`config.mk`:
```
export PLATFORM = sky130hd
export DESIGN_NAME = fft_frame_ctrl
export DESIGN_NICKNAME = d
export VERILOG_FILES = /design/src/rtl/fft_pkg.sv /design/src/rtl/fft_out_tracker.sv /design/src/rtl/fft_frame_ctrl.sv
export SDC_FILE = /design/constraint.sdc
export NUM_CORES = 1
export LEC_CHECK = 0
export ABC_AREA = 1
export CORE_ASPECT_RATIO = 0.75
export CORE_MARGIN = 1.5
export CORE_UTILIZATION = 53
export CTS_CLUSTER_SIZE = 12
export DETAILED_ROUTE_END_ITERATION = 10
export HOLD_SLACK_MARGIN = 0.12
export PLACE_DENSITY = 0.83
export SYNTH_ARGS = -nofsm -noshare
export SYNTH_HDL_FRONTEND = slang
export SYNTH_SLANG_ARGS = --single-unit
```
`constraint.sdc`:
```
create_clock -name clk -period 4 [get_ports clk]
set_clock_uncertainty 0.2 [all_clocks]
set_input_delay 0.8 -clock clk [delete_from_list [all_inputs] [get_ports clk]]
set_output_delay 0.8 -clock clk [all_outputs]
set_load 0.005 [all_outputs]
```
`src/rtl/fft_pkg.sv`:
```
// Shared types and sizing for the FFT frame sequencer and its output tracker.
package fft_pkg;

  localparam int N_POINT       = 512;
  localparam int LANES         = 16;
  localparam int BLK_PER_FRAME = N_POINT / LANES;
  localparam int MAX_INFLIGHT  = 2;
  localparam int INFLIGHT_W    = $clog2(MAX_INFLIGHT + 1);

  typedef logic [4:0] blk_idx_t;
  typedef logic [INFLIGHT_W-1:0] inflight_t;

  typedef enum logic [1:0] {
    IDLE  = 2'd0,
    FEED  = 2'd1,
    DRAIN = 2'd2
  } frame_state_e;

  localparam blk_idx_t  LAST_BLK     = blk_idx_t'(BLK_PER_FRAME - 1);
  localparam inflight_t INFLIGHT_MAX = inflight_t'(MAX_INFLIGHT);

  function automatic blk_idx_t next_idx(input blk_idx_t idx);
    return (idx == LAST_BLK) ? blk_idx_t'(0) : blk_idx_t'(idx + 5'd1);
  endfunction

endpackage

```
`src/rtl/fft_out_tracker.sv`:
```
// Follows blocks returning from the pipeline: block index, frame start/end tags
// and the end-of-frame pulse that retires a frame in flight.
module fft_out_tracker
  import fft_pkg::*;
(
  input  logic     clk,
  input  logic     rstn,
  input  logic     pipe_out_valid,
  input  logic     inflight_zero,
  output blk_idx_t out_blk_idx,
  output logic     out_sof,
  output logic     out_eof,
  output logic     eof_pulse,
  output logic     frame_done
);

  logic advance;

  // Returns with nothing in flight are spurious and must not move the index.
  assign advance   = pipe_out_valid && !inflight_zero;
  assign out_sof   = pipe_out_valid && (out_blk_idx == blk_idx_t'(0));
  assign out_eof   = pipe_out_valid && (out_blk_idx == LAST_BLK);
  assign eof_pulse = out_eof && !inflight_zero;

  always_ff @(posedge clk or negedge rstn) begin
    if (!rstn) begin
      out_blk_idx <= '0;
      frame_done  <= 1'b0;
    end else begin
      if (advance) begin
        out_blk_idx <= next_idx(out_blk_idx);
      end
      frame_done <= eof_pulse;
    end
  end

endmodule

```
`src/rtl/fft_frame_ctrl.sv`:
```
// Frame sequencer: gates 16-sample blocks into the FFT pipeline as 32-block
// frames, bounds frames in flight and reports busy/done/error status.
module fft_frame_ctrl
  import fft_pkg::*;
(
  input  logic     clk,
  input  logic     rstn,
  input  logic     start,
  input  logic     cont_mode,
  input  logic     stop,
  input  logic     src_valid,
  output logic     src_ready,
  output logic     fft_din_valid,
  output blk_idx_t in_blk_idx,
  input  logic     pipe_out_valid,
  output blk_idx_t out_blk_idx,
  output logic     out_sof,
  output logic     out_eof,
  output logic     frame_done,
  output logic     busy,
  output logic     err_unexp
);

  frame_state_e state;
  inflight_t    inflight;
  inflight_t    inflight_next;
  logic         cont_lat;
  logic         stop_pend;
  logic         accept;
  logic         frame_start;
  logic         last_accept;
  logic         inflight_zero;
  logic         eof_pulse;

  // A new frame may not open while the pipeline already holds the maximum.
  assign src_ready     = (state == FEED) &&
                         !((in_blk_idx == blk_idx_t'(0)) && (inflight == INFLIGHT_MAX));
  assign fft_din_valid = src_valid && src_ready;
  assign accept        = fft_din_valid;
  assign frame_start   = accept && (in_blk_idx == blk_idx_t'(0));
  assign last_accept   = accept && (in_blk_idx == LAST_BLK);
  assign inflight_zero = (inflight == inflight_t'(0));
  assign busy          = (state != IDLE) || !inflight_zero;

  fft_out_tracker u_out_tracker (
    .clk            (clk),
    .rstn           (rstn),
    .pipe_out_valid (pipe_out_valid),
    .inflight_zero  (inflight_zero),
    .out_blk_idx    (out_blk_idx),
    .out_sof        (out_sof),
    .out_eof        (out_eof),
    .eof_pulse      (eof_pulse),
    .frame_done     (frame_done)
  );

  // A frame start and a frame retirement in the same cycle cancel out.
  always_comb begin
    inflight_next = inflight;
    if (frame_start && !eof_pulse && (inflight != INFLIGHT_MAX)) begin
      inflight_next = inflight_t'(inflight + 1'b1);
    end else if (!frame_start && eof_pulse) begin
      inflight_next = inflight_t'(inflight - 1'b1);
    end
  end

  always_ff @(posedge clk or negedge rstn) begin
    if (!rstn) begin
      in_blk_idx <= '0;
      inflight   <= '0;
      err_unexp  <= 1'b0;
    end else begin
      if (accept) begin
        in_blk_idx <= next_idx(in_blk_idx);
      end
      inflight <= inflight_next;
      if (pipe_out_valid && inflight_zero) begin
        err_unexp <= 1'b1;
      end
    end
  end

  // A stop arriving with the last block still ends the stream after this frame.
  always_ff @(posedge clk or negedge rstn) begin
    if (!rstn) begin
      state     <= IDLE;
      cont_lat  <= 1'b0;
      stop_pend <= 1'b0;
    end else begin
      case (state)
        IDLE: begin
          if (start) begin
            state     <= FEED;
            cont_lat  <= cont_mode;
            stop_pend <= 1'b0;
          end
        end
        FEED: begin
          if (stop) begin
            stop_pend <= 1'b1;
          end
          if (last_accept && (!cont_lat || stop_pend || stop)) begin
            state <= DRAIN;
          end
        end
        DRAIN: begin
          if (inflight_next == inflight_t'(0)) begin
            state <= IDLE;
          end
        end
        default: state <= IDLE;
      endcase
    end
  end

endmodule

```
# Yosys cells after proc, flatten, opt, wreduce, memory -nomap -nowiden
# Cells that the tools add are included.
[totals]
regBits = 18
input_bits = 7
output_inout_bits = 17
word_cells = 65
[op_classes]
addsub = 4
eq_ne = 10
n_mux = 11
reduce_logical = 32
[ops]
columns = ["op", "n"]
rows = [
  ["1-bit logical AND", 14],
  ["5-bit by 1-bit adder with 5-bit output, second input constant", 2],
  ["5-bit equality test, second input constant", 2],
  ["5-bit zero test", 2],
  ["2-bit 2-to-1 mux", 5],
  ["5-bit 2-to-1 mux", 2],
  ["2-bit != test, second input constant", 4],
  ["2-bit zero test", 3],
  ["2-bit one-hot mux with 3 select lines", 1],
  ["3-bit AND reduction", 2],
  ["1-bit zero test", 5],
  ["2-bit equality test, second input constant", 2],
  ["2-bit nonzero test", 2],
  ["1-bit logical OR", 3],
  ["2-bit by 1-bit adder with 2-bit output, second input constant", 1],
  ["2-bit by 1-bit equality test with 1-bit output, second input constant", 1],
  ["1-bit 2-to-1 mux", 2],
  ["2-bit by 1-bit != test with 1-bit output, second input constant", 1],
  ["1-bit one-hot mux with 2 select lines", 1],
  ["2-bit AND reduction", 1],
  ["2-bit by 1-bit subtractor with 2-bit output, second input constant", 1],
]

# Depth between registers and ports, before layout
# Gate-level depths: netlist (run 1).
[logic_depth]
ltp_word = 13
mapped_depth = 15
depth_no_buf = 15

# Hierarchy
# A second synthesis (run 1) with hierarchy kept.
[hier_totals]
cells_unflattened = 131
area_unflattened_um2 = 1088.5
[modules_own_cells]
columns = ["module", "instances", "cells_each", "area_per_inst_um2", "seq_area_each_um2"]
rows = [
  ["fft_frame_ctrl", 1, 87, 740.7, 300.3],
  ["fft_out_tracker", 1, 44, 347.8, 150.1],
]

# Least setup slack after synthesis (run 1)
# No wires, ideal clock.
[synth_timing]
kind = "register to output"
start = "register in_blk_idx[0]"
end = "output port fft_din_valid"
arrival_time_ps = 1141
t_required_ps = 3000
slack_ps = 1859
path_stages_with_launch = 10
n_path_buf = 0
path_cell_list = "dfrtp_1 -> inv_1 -> ha_1 -> nand2_1 -> nor2_4 -> nand2_1 -> nand2_1 -> inv_2 -> nand2_4 -> inv_4"
[synth_via]
elab_chain_len = 5
[synth_lines]
columns = ["item", "line_no", "rtl"]
rows = [
  ["start: declaration", "fft_frame_ctrl.sv:14", "output blk_idx_t in_blk_idx,"],
  ["start signal: assignment", "fft_frame_ctrl.sv:74", "in_blk_idx <= next_idx(in_blk_idx);"],
  ["5-bit zero test", "fft_frame_ctrl.sv:37", "!((in_blk_idx == blk_idx_t'(0)) && (inflight == INFLIGHT_MAX));"],
  ["1-bit logical AND", "fft_frame_ctrl.sv:37", ""],
  ["1-bit zero test", "fft_frame_ctrl.sv:37", ""],
  ["1-bit logical AND", "fft_frame_ctrl.sv:36", "assign src_ready = (state == FEED) &&"],
  ["via src_ready", "fft_frame_ctrl.sv:12", "output logic src_ready,"],
  ["1-bit logical AND", "fft_frame_ctrl.sv:38", "assign fft_din_valid = src_valid && src_ready;"],
  ["end: declaration", "fft_frame_ctrl.sv:13", "output logic fft_din_valid,"],
]
# The timed path passes the listed nets, and every way through them passes these cells.

# Worst setup path after layout (run 1)
[layout_timing]
start = "input port pipe_out_valid"
end = "output port out_sof"
[layout_via]
elab_chain_len = 1
[layout_lines]
columns = ["item", "line_no", "rtl"]
rows = [
  ["start: declaration", "fft_frame_ctrl.sv:15", "input logic pipe_out_valid,"],
  ["1-bit logical AND", "fft_out_tracker.sv:21", "assign out_sof = pipe_out_valid && (out_blk_idx == blk_idx_t'(0));"],
  ["end: declaration", "fft_frame_ctrl.sv:17", "output logic out_sof,"],
]
# Every way passes these cells.

==> results of run 1 <==
layout make-up:
type	instances	area [um^2]
inverter	28	108
tap	22	27.5
clock buffer	4	36.3
sequential	18	450
fill	127	453
timing repair buffer	23	230
multi-input combinational	84	517
flip-flops by register name, indices dropped and copies added (netlist names):
register / count
in_blk_idx: 5
u_out_tracker.out_blk_idx: 5
inflight: 2
state: 2
cont_lat: 1
err_unexp: 1
stop_pend: 1
u_out_tracker.frame_done: 1
synth_stat cells:
cell / number / share of area (%)
o21ai_2: 1 / 0.82
nand3_1: 13 / 6.1
o21ai_1: 5 / 2.3
inv_1: 19 / 6.6
nand2_1: 29 / 10
o21bai_1: 1 / 0.70
nor2_4: 2 / 2.1
nand4_4: 1 / 2.0
nand2_4: 2 / 2.1
dfrtp_1: 18 / 42
nor3b_2: 1 / 1.2
nor3_1: 5 / 2.3
a21oi_1: 3 / 1.4
o21ai_0: 3 / 1.4
ha_1: 8 / 9.3
nor2_1: 5 / 1.7
nor2_8: 1 / 1.9
inv_2: 8 / 2.8
inv_4: 1 / 0.58
nand3_2: 1 / 0.93
nor2_2: 1 / 0.58
nand2_2: 2 / 1.2
worst reg2reg max path: stages, from the launching register on:
cell and delay, ns:
dfrtp_1 0.42, ha_1 0.22, inv_1 0.05, nor3_1 0.17, ha_1 0.21, nand2_1 0.07, inv_2 0.07, nand2_4 0.07
inv_1 0.12, nand2_2 0.08, o21ai_1 0.07, nand2_1 0.07, nand2_1 0.07, nand3_1 0.10, nand2_1 0.08, nand2_1 0.04
worst min path at each step:
stage	startpoint	end	slack, ns
floorplan	cont_lat	cont_lat	0.25
global placement	cont_lat	cont_lat	0.26
detailed placement	cont_lat	cont_lat	0.27
CTS	cont_lat	cont_lat	0.29
global route	err_unexp	err_unexp	0.32
finish	cont_lat	cont_lat	0.29
per-stage QoR:
step	util, %	power (mW)
after floorplan	-	0.582
after global placement	73.1	0.764
after detailed placement	73.1	0.785
after CTS	75.1	0.898
after global routing	75.1	0.970
final	75.1	0.894
per-layer routing:
metal	track usage [%]	up-vias	wire length (um)
li1	-	469	-
met1	28.8	423	1010
met2	33.3	33	1010
met3	6.43	4	115
met4	4.88	0	30
met5	0	-	0
power groups by stage:
| stage | logic [mW] | clock network [mW] | registers [mW] |
|---|---|---|---|
| final | 0.460 | 0.110 | 0.324 |
| after global routing | 0.517 | 0.121 | 0.331 |
| after detailed placement | 0.460 | 0 | 0.325 |
| after floorplan | 0.262 | 0 | 0.320 |
| after CTS | 0.462 | 0.113 | 0.322 |
| after global placement | 0.441 | 0 | 0.323 |
logic make-up after synthesis:
logic type	count (synthesis)	synth area share (%)
flops	18	41.9
simple gates	63	32.1
buf+inv	28	10.0
fa+ha+maj	8	9.31
compound gates	13	6.63
==> results.py, run 1 <==
metrics = {
    "status": {
        "status": "complete, no violations",
    },
    "floorplan": {
        "die_area_um2": 2310,
        "initial_core_util_pct": 59.0,
        "core_um2": 1820,
        "rows": 13,
        "die_x_um": 55,
        "io_pins": 24,
        "die_h_um": 42,
    },
    "cts": {
        "clock_sinks": 18,
        "clk_pin_slew_ns": 0.10,
        "cts_tree": "built",
        "clk_latency_ns": 0.29,
        "cts-buffers-inserted": 3,
        "clk_path_buf_depth": 2,
        "holdBufCountCts": 0,
        "cts_setup_buffers": 0,
        "cts.repair.resized": 0,
        "cts_root_buf": "clkbuf_4",
        "cts-htree-levels": 1,
    },
    "worst_setup_path": {
        "cp_num_cells": 4,
        "cp-endpoint": "out_sof",
        "cp-startpoint": "pipe_out_valid",
        "timing.rr.end": "state[1]",
        "crit_path_end_kind": "primary output",
        "worst_ep_arrival_time_ns": 2.11,
        "crit_chain": "clkdlybuf4s50_1, inv_1, nor3_1, clkdlybuf4s50_1",
        "worst-path-buf-inv": 3,
        "critical-path-max-stage-delay_ns": 0.55,
        "timing.rr.start": "u_out_tracker.out_blk_idx[0]",
        "critPathMaxFanout": 3,
        "startpoint_type": "input pin",
        "crit_top_cell": "clkdlybuf4s50_1",
        "cp_top_family": "buffers and inverters",
        "r2r_cells": 15,
        "cpMaxStageDelayCell": "clkdlybuf4s50_1",
        "required_ns": 3.00,
        "crit_type": "input pin to primary output",
        "reg2reg_slack_ns": 1.80,
    },
    "power_and_ir_drop": {
        "power.clock.fraction_pct": 12.3,
        "powerDensity_nw_per_um2": 653,
        "p_leak_nw": 0.689,
        "power_frac_comb_pct": 51.5,
        "ir_worst_vdd_mv": 0.440,
        "p_seq_share_pct": 36.2,
        "power.internal_uw": 536,
        "switchingPower_uw": 358,
        "swShare_pct": 40.1,
    },
    "hold_path": {
        "min-delay-path-class": "flop to flop",
        "hold_depth": 2,
    },
    "sta": {
        "post-route-period-util_pct": 77.6,
        "worst_slew_pin_slew_ns": 0.798,
        "setup_viol": 0,
        "hold_ws_ns": 0.286,
        "hold_violations": 0,
        "maxSlewHeadroom_pct": 46.6,
        "maxSlewViolCount": 0,
        "layout_min_cycle_time_ns": 3.11,
        "setup_tns_ns": 0,
        "fin_ws_ns": 0.894,
        "rsz0062_at_grt": "false",
        "max_freq_mhz": 322,
    },
    "drt": {
        "wire_per_inst_um": 12.1,
        "first_iter_violations": 36,
        "firstDrtPassIters": 6,
        "viasPerCell": 5.19,
        "totalWireLength_um": 2160,
        "vias": 929,
        "antenna_left": 0,
        "drc": 0,
    },
    "cells_and_area": {
        "layout_commonest_cell": "nand2_1",
        "diodes": 0,
        "drive_above_1_share_pct": 15.9,
        "stdcell_count": 179,
        "final_cell_mix": "nand2_1 (29), clkdlybuf4s50_1 (23), inv_1 (19), dfrtp_1 (18), nand3_1 (13)",
        "final_nets": 173,
        "postLayoutCellArea_um2": 1370,
        "syn2layout_area_growth_pct": 27.4,
    },
    "yosys": {
        "ys_ff_latch": 18,
        "syn-num-nets": 145,
        "yosys_warnings": 0,
        "ys_seq_area_share_pct": 41.9,
        "synthesis.area_um2": 1070,
        "postSynthAreaPerCell_um2": 8.27,
        "synth_cell_types": 22,
        "synthCells": 130,
    },
    "global_routing": {
        "grt_pass1_vias": 836,
        "grt_use_total_pct": 21.3,
        "grt_max_degree": 19,
        "grt_overflow": 0,
        "grt_pass1_wl_um": 3540,
        "antenna_found_initial": 0,
    },
    "place": {
        "port_buffers": 23,
        "dp_worst_setup_slack_ns": 0.908,
        "dpl-instance-area_um2": 1330,
        "gp_congestion": 0.888,
        "dp_hpwl_um": 1740,
        "placed_cells": 175,
    },
    "job": {
        "cap_violations": 0,
    },
}
Power figures use the tool's default switching activity.
==> inputs of run 2 (changes only) <==
CORE_UTILIZATION = 44   (was 53)
PLACE_DENSITY = 0.74   (was 0.83)
clock period = 2.68 ns   (was 4 ns; I/O delays follow)
==> results.py, run 2 (same netlist as run 1, synthesis figures left out) <==
metrics = {
    "sta": {
        "setup_viol": 0,
        "hold_ws_ns": 0.278,
        "max_freq_mhz": 391,
        "hold_violations": 0,
        "layout_min_cycle_time_ns": 2.56,
        "worst_slew_pin_slew_ns": 0.314,
        "setup_tns_ns": 0,
        "maxSlewViolCount": 0,
        "maxSlewHeadroom_pct": 79.0,
        "post-route-period-util_pct": 95.5,
        "rsz0062_at_grt": "false",
    },
    "drt": {
        "totalWireLength_um": 2200,
        "antenna_left": 0,
        "vias": 940,
        "wire_per_inst_um": 11.0,
        "firstDrtPassIters": 4,
        "first_iter_violations": 26,
        "viasPerCell": 4.72,
        "drc": 0,
    },
    "global_routing": {
        "grt_use_total_pct": 18.2,
        "grt_pass1_vias": 845,
        "grt_max_degree": 19,
        "grt_pass1_wl_um": 3620,
        "antenna_found_initial": 0,
        "grt_overflow": 0,
    },
    "floorplan": {
        "initial_core_util_pct": 46.6,
        "die_x_um": 60.1,
        "die_h_um": 45.8,
        "io_pins": 24,
        "core_um2": 2310,
        "die_area_um2": 2750,
        "rows": 15,
    },
    "power_and_ir_drop": {
        "switchingPower_uw": 551,
        "power_frac_comb_pct": 57.0,
        "power.internal_uw": 834,
        "ir_worst_vdd_mv": 0.447,
        "power.clock.fraction_pct": 9.3,
        "swShare_pct": 39.8,
        "p_seq_share_pct": 33.7,
        "p_leak_nw": 0.743,
        "powerDensity_nw_per_um2": 954,
    },
    "cells_and_area": {
        "largestRegisters": "in_blk_idx (5), u_out_tracker.out_blk_idx (5)",
        "final_cell_mix": "nand2_1 (28), clkdlybuf4s50_1 (21), inv_1 (19), dfrtp_1 (18), nand3_1 (13)",
        "final-seq-area_um2": 450,
        "layout_commonest_cell": "nand2_1",
        "final_nets": 182,
        "drive_above_1_share_pct": 22.4,
        "multi_input_area_um2": 529,
        "syn2layout_area_growth_pct": 35.0,
        "diodes": 0,
        "num-fill-cells": 204,
    },
    "cts": {
        "clock_sinks": 18,
        "clk_latency_ns": 0.29,
        "cts_root_buf": "clkbuf_4",
        "cts-htree-levels": 1,
        "cts-buffers-inserted": 3,
        "clk_path_buf_depth": 2,
        "cts_tree": "built",
        "clk_pin_slew_ns": 0.09,
    },
    "worst_setup_path": {
        "crit_chain": "buf_4, inv_1, ha_1, nand3_1, nor3_1, clkdlybuf4s50_1",
        "crit_type": "flop to primary output",
        "critical-path-max-stage-delay_ns": 0.52,
        "cpMaxStageDelayCell": "clkdlybuf4s50_1",
        "worst_ep_arrival_time_ns": 1.82,
        "startpoint_type": "flop",
        "cp_top_family": "buffers and inverters",
        "crit_path_end_kind": "primary output",
        "worst-path-buf-inv": 3,
        "critPathMaxFanout": 3,
        "required_ns": 1.94,
    },
    "job": {
        "cap_violations": 0,
    },
    "place": {
        "dp_hpwl_um": 1720,
        "gp_congestion": 0.739,
        "port_buffers": 23,
    },
    "status": {
        "status": "complete, no violations",
    },
    "hold_path": {
        "min-delay-path-class": "flop to flop",
    },
}
[run 2: cell count changes in the layout (fill, tap and decap cells not counted), moves of 2 or more]
cell,change
buf_4,+9
ha_1,-2
ha_2,+2
clkdlybuf4s50_1,-2
[run 2: final timing paths]
path	start	to	slack, ns	depth (start not counted)
max in group asynchronous	rstn	in_blk_idx[1]	1.73	2
worst max-delay path	u_out_tracker.out_blk_idx[0]	out_sof	0.12	6
worst min-delay path	err_unexp	err_unexp	0.28	1
min in group asynchronous	rstn	u_out_tracker.out_blk_idx[1]	0.36	2
worst min register to register	err_unexp	err_unexp	0.28	1
worst max register to register	u_out_tracker.out_blk_idx[0]	state[1]	0.32	17
[run 2: what timing repair did]
item / in CTS / in global routing
hold buffers: 0 / 0
gates resized for setup: 5 / 1
gates cloned: 0 / 0
endpoints found under the setup margin: 2 / 2
pin swaps: 2 / 3
buffers inserted: 5 / 3
[run 2: metal layers]
metal  part of all wire, %  vias to the layer above  global-route usage, %  wire [um]
met2                    49                       25                   30.9       1080
li1                      -                      477                      -          -
met1                    45                      435                   21.9        997
met5                     0                        -                      0          0
met3                   4.5                        3                   5.97         99
met4                  0.87                        0                   6.22         19
[run 2: layout make-up]
cell class,instances,share of cell area (%)
clock buffer,3,1.55
inverter,28,7.41
multi-input combinational,84,36.5
sequential,18,31.0
tap,34,2.93
timing repair buffer,32,20.6
[run 2: power by group through the flow]
stage,clock network [mW],logic (mW),registers [mW]
after global placement,0,0.654,0.482
after floorplan,0,0.390,0.478
after global routing,0.147,0.883,0.484
after detailed placement,0,0.685,0.491
final,0.129,0.790,0.467
after CTS,0.138,0.769,0.470
[run 2: per-stage QoR]
stage	cell area, um^2	utilization (%)	setup slack (ns)	total power, mW	cells
floorplan	1070	-	0.774	0.869	130
global placement	1360	58.7	0.143	1.14	188
detailed placement	1360	58.7	0.117	1.18	188
CTS	1430	61.8	0.0251	1.38	196
global route	1450	62.9	0.0110	1.51	199
finish	1450	62.9	0.121	1.39	199
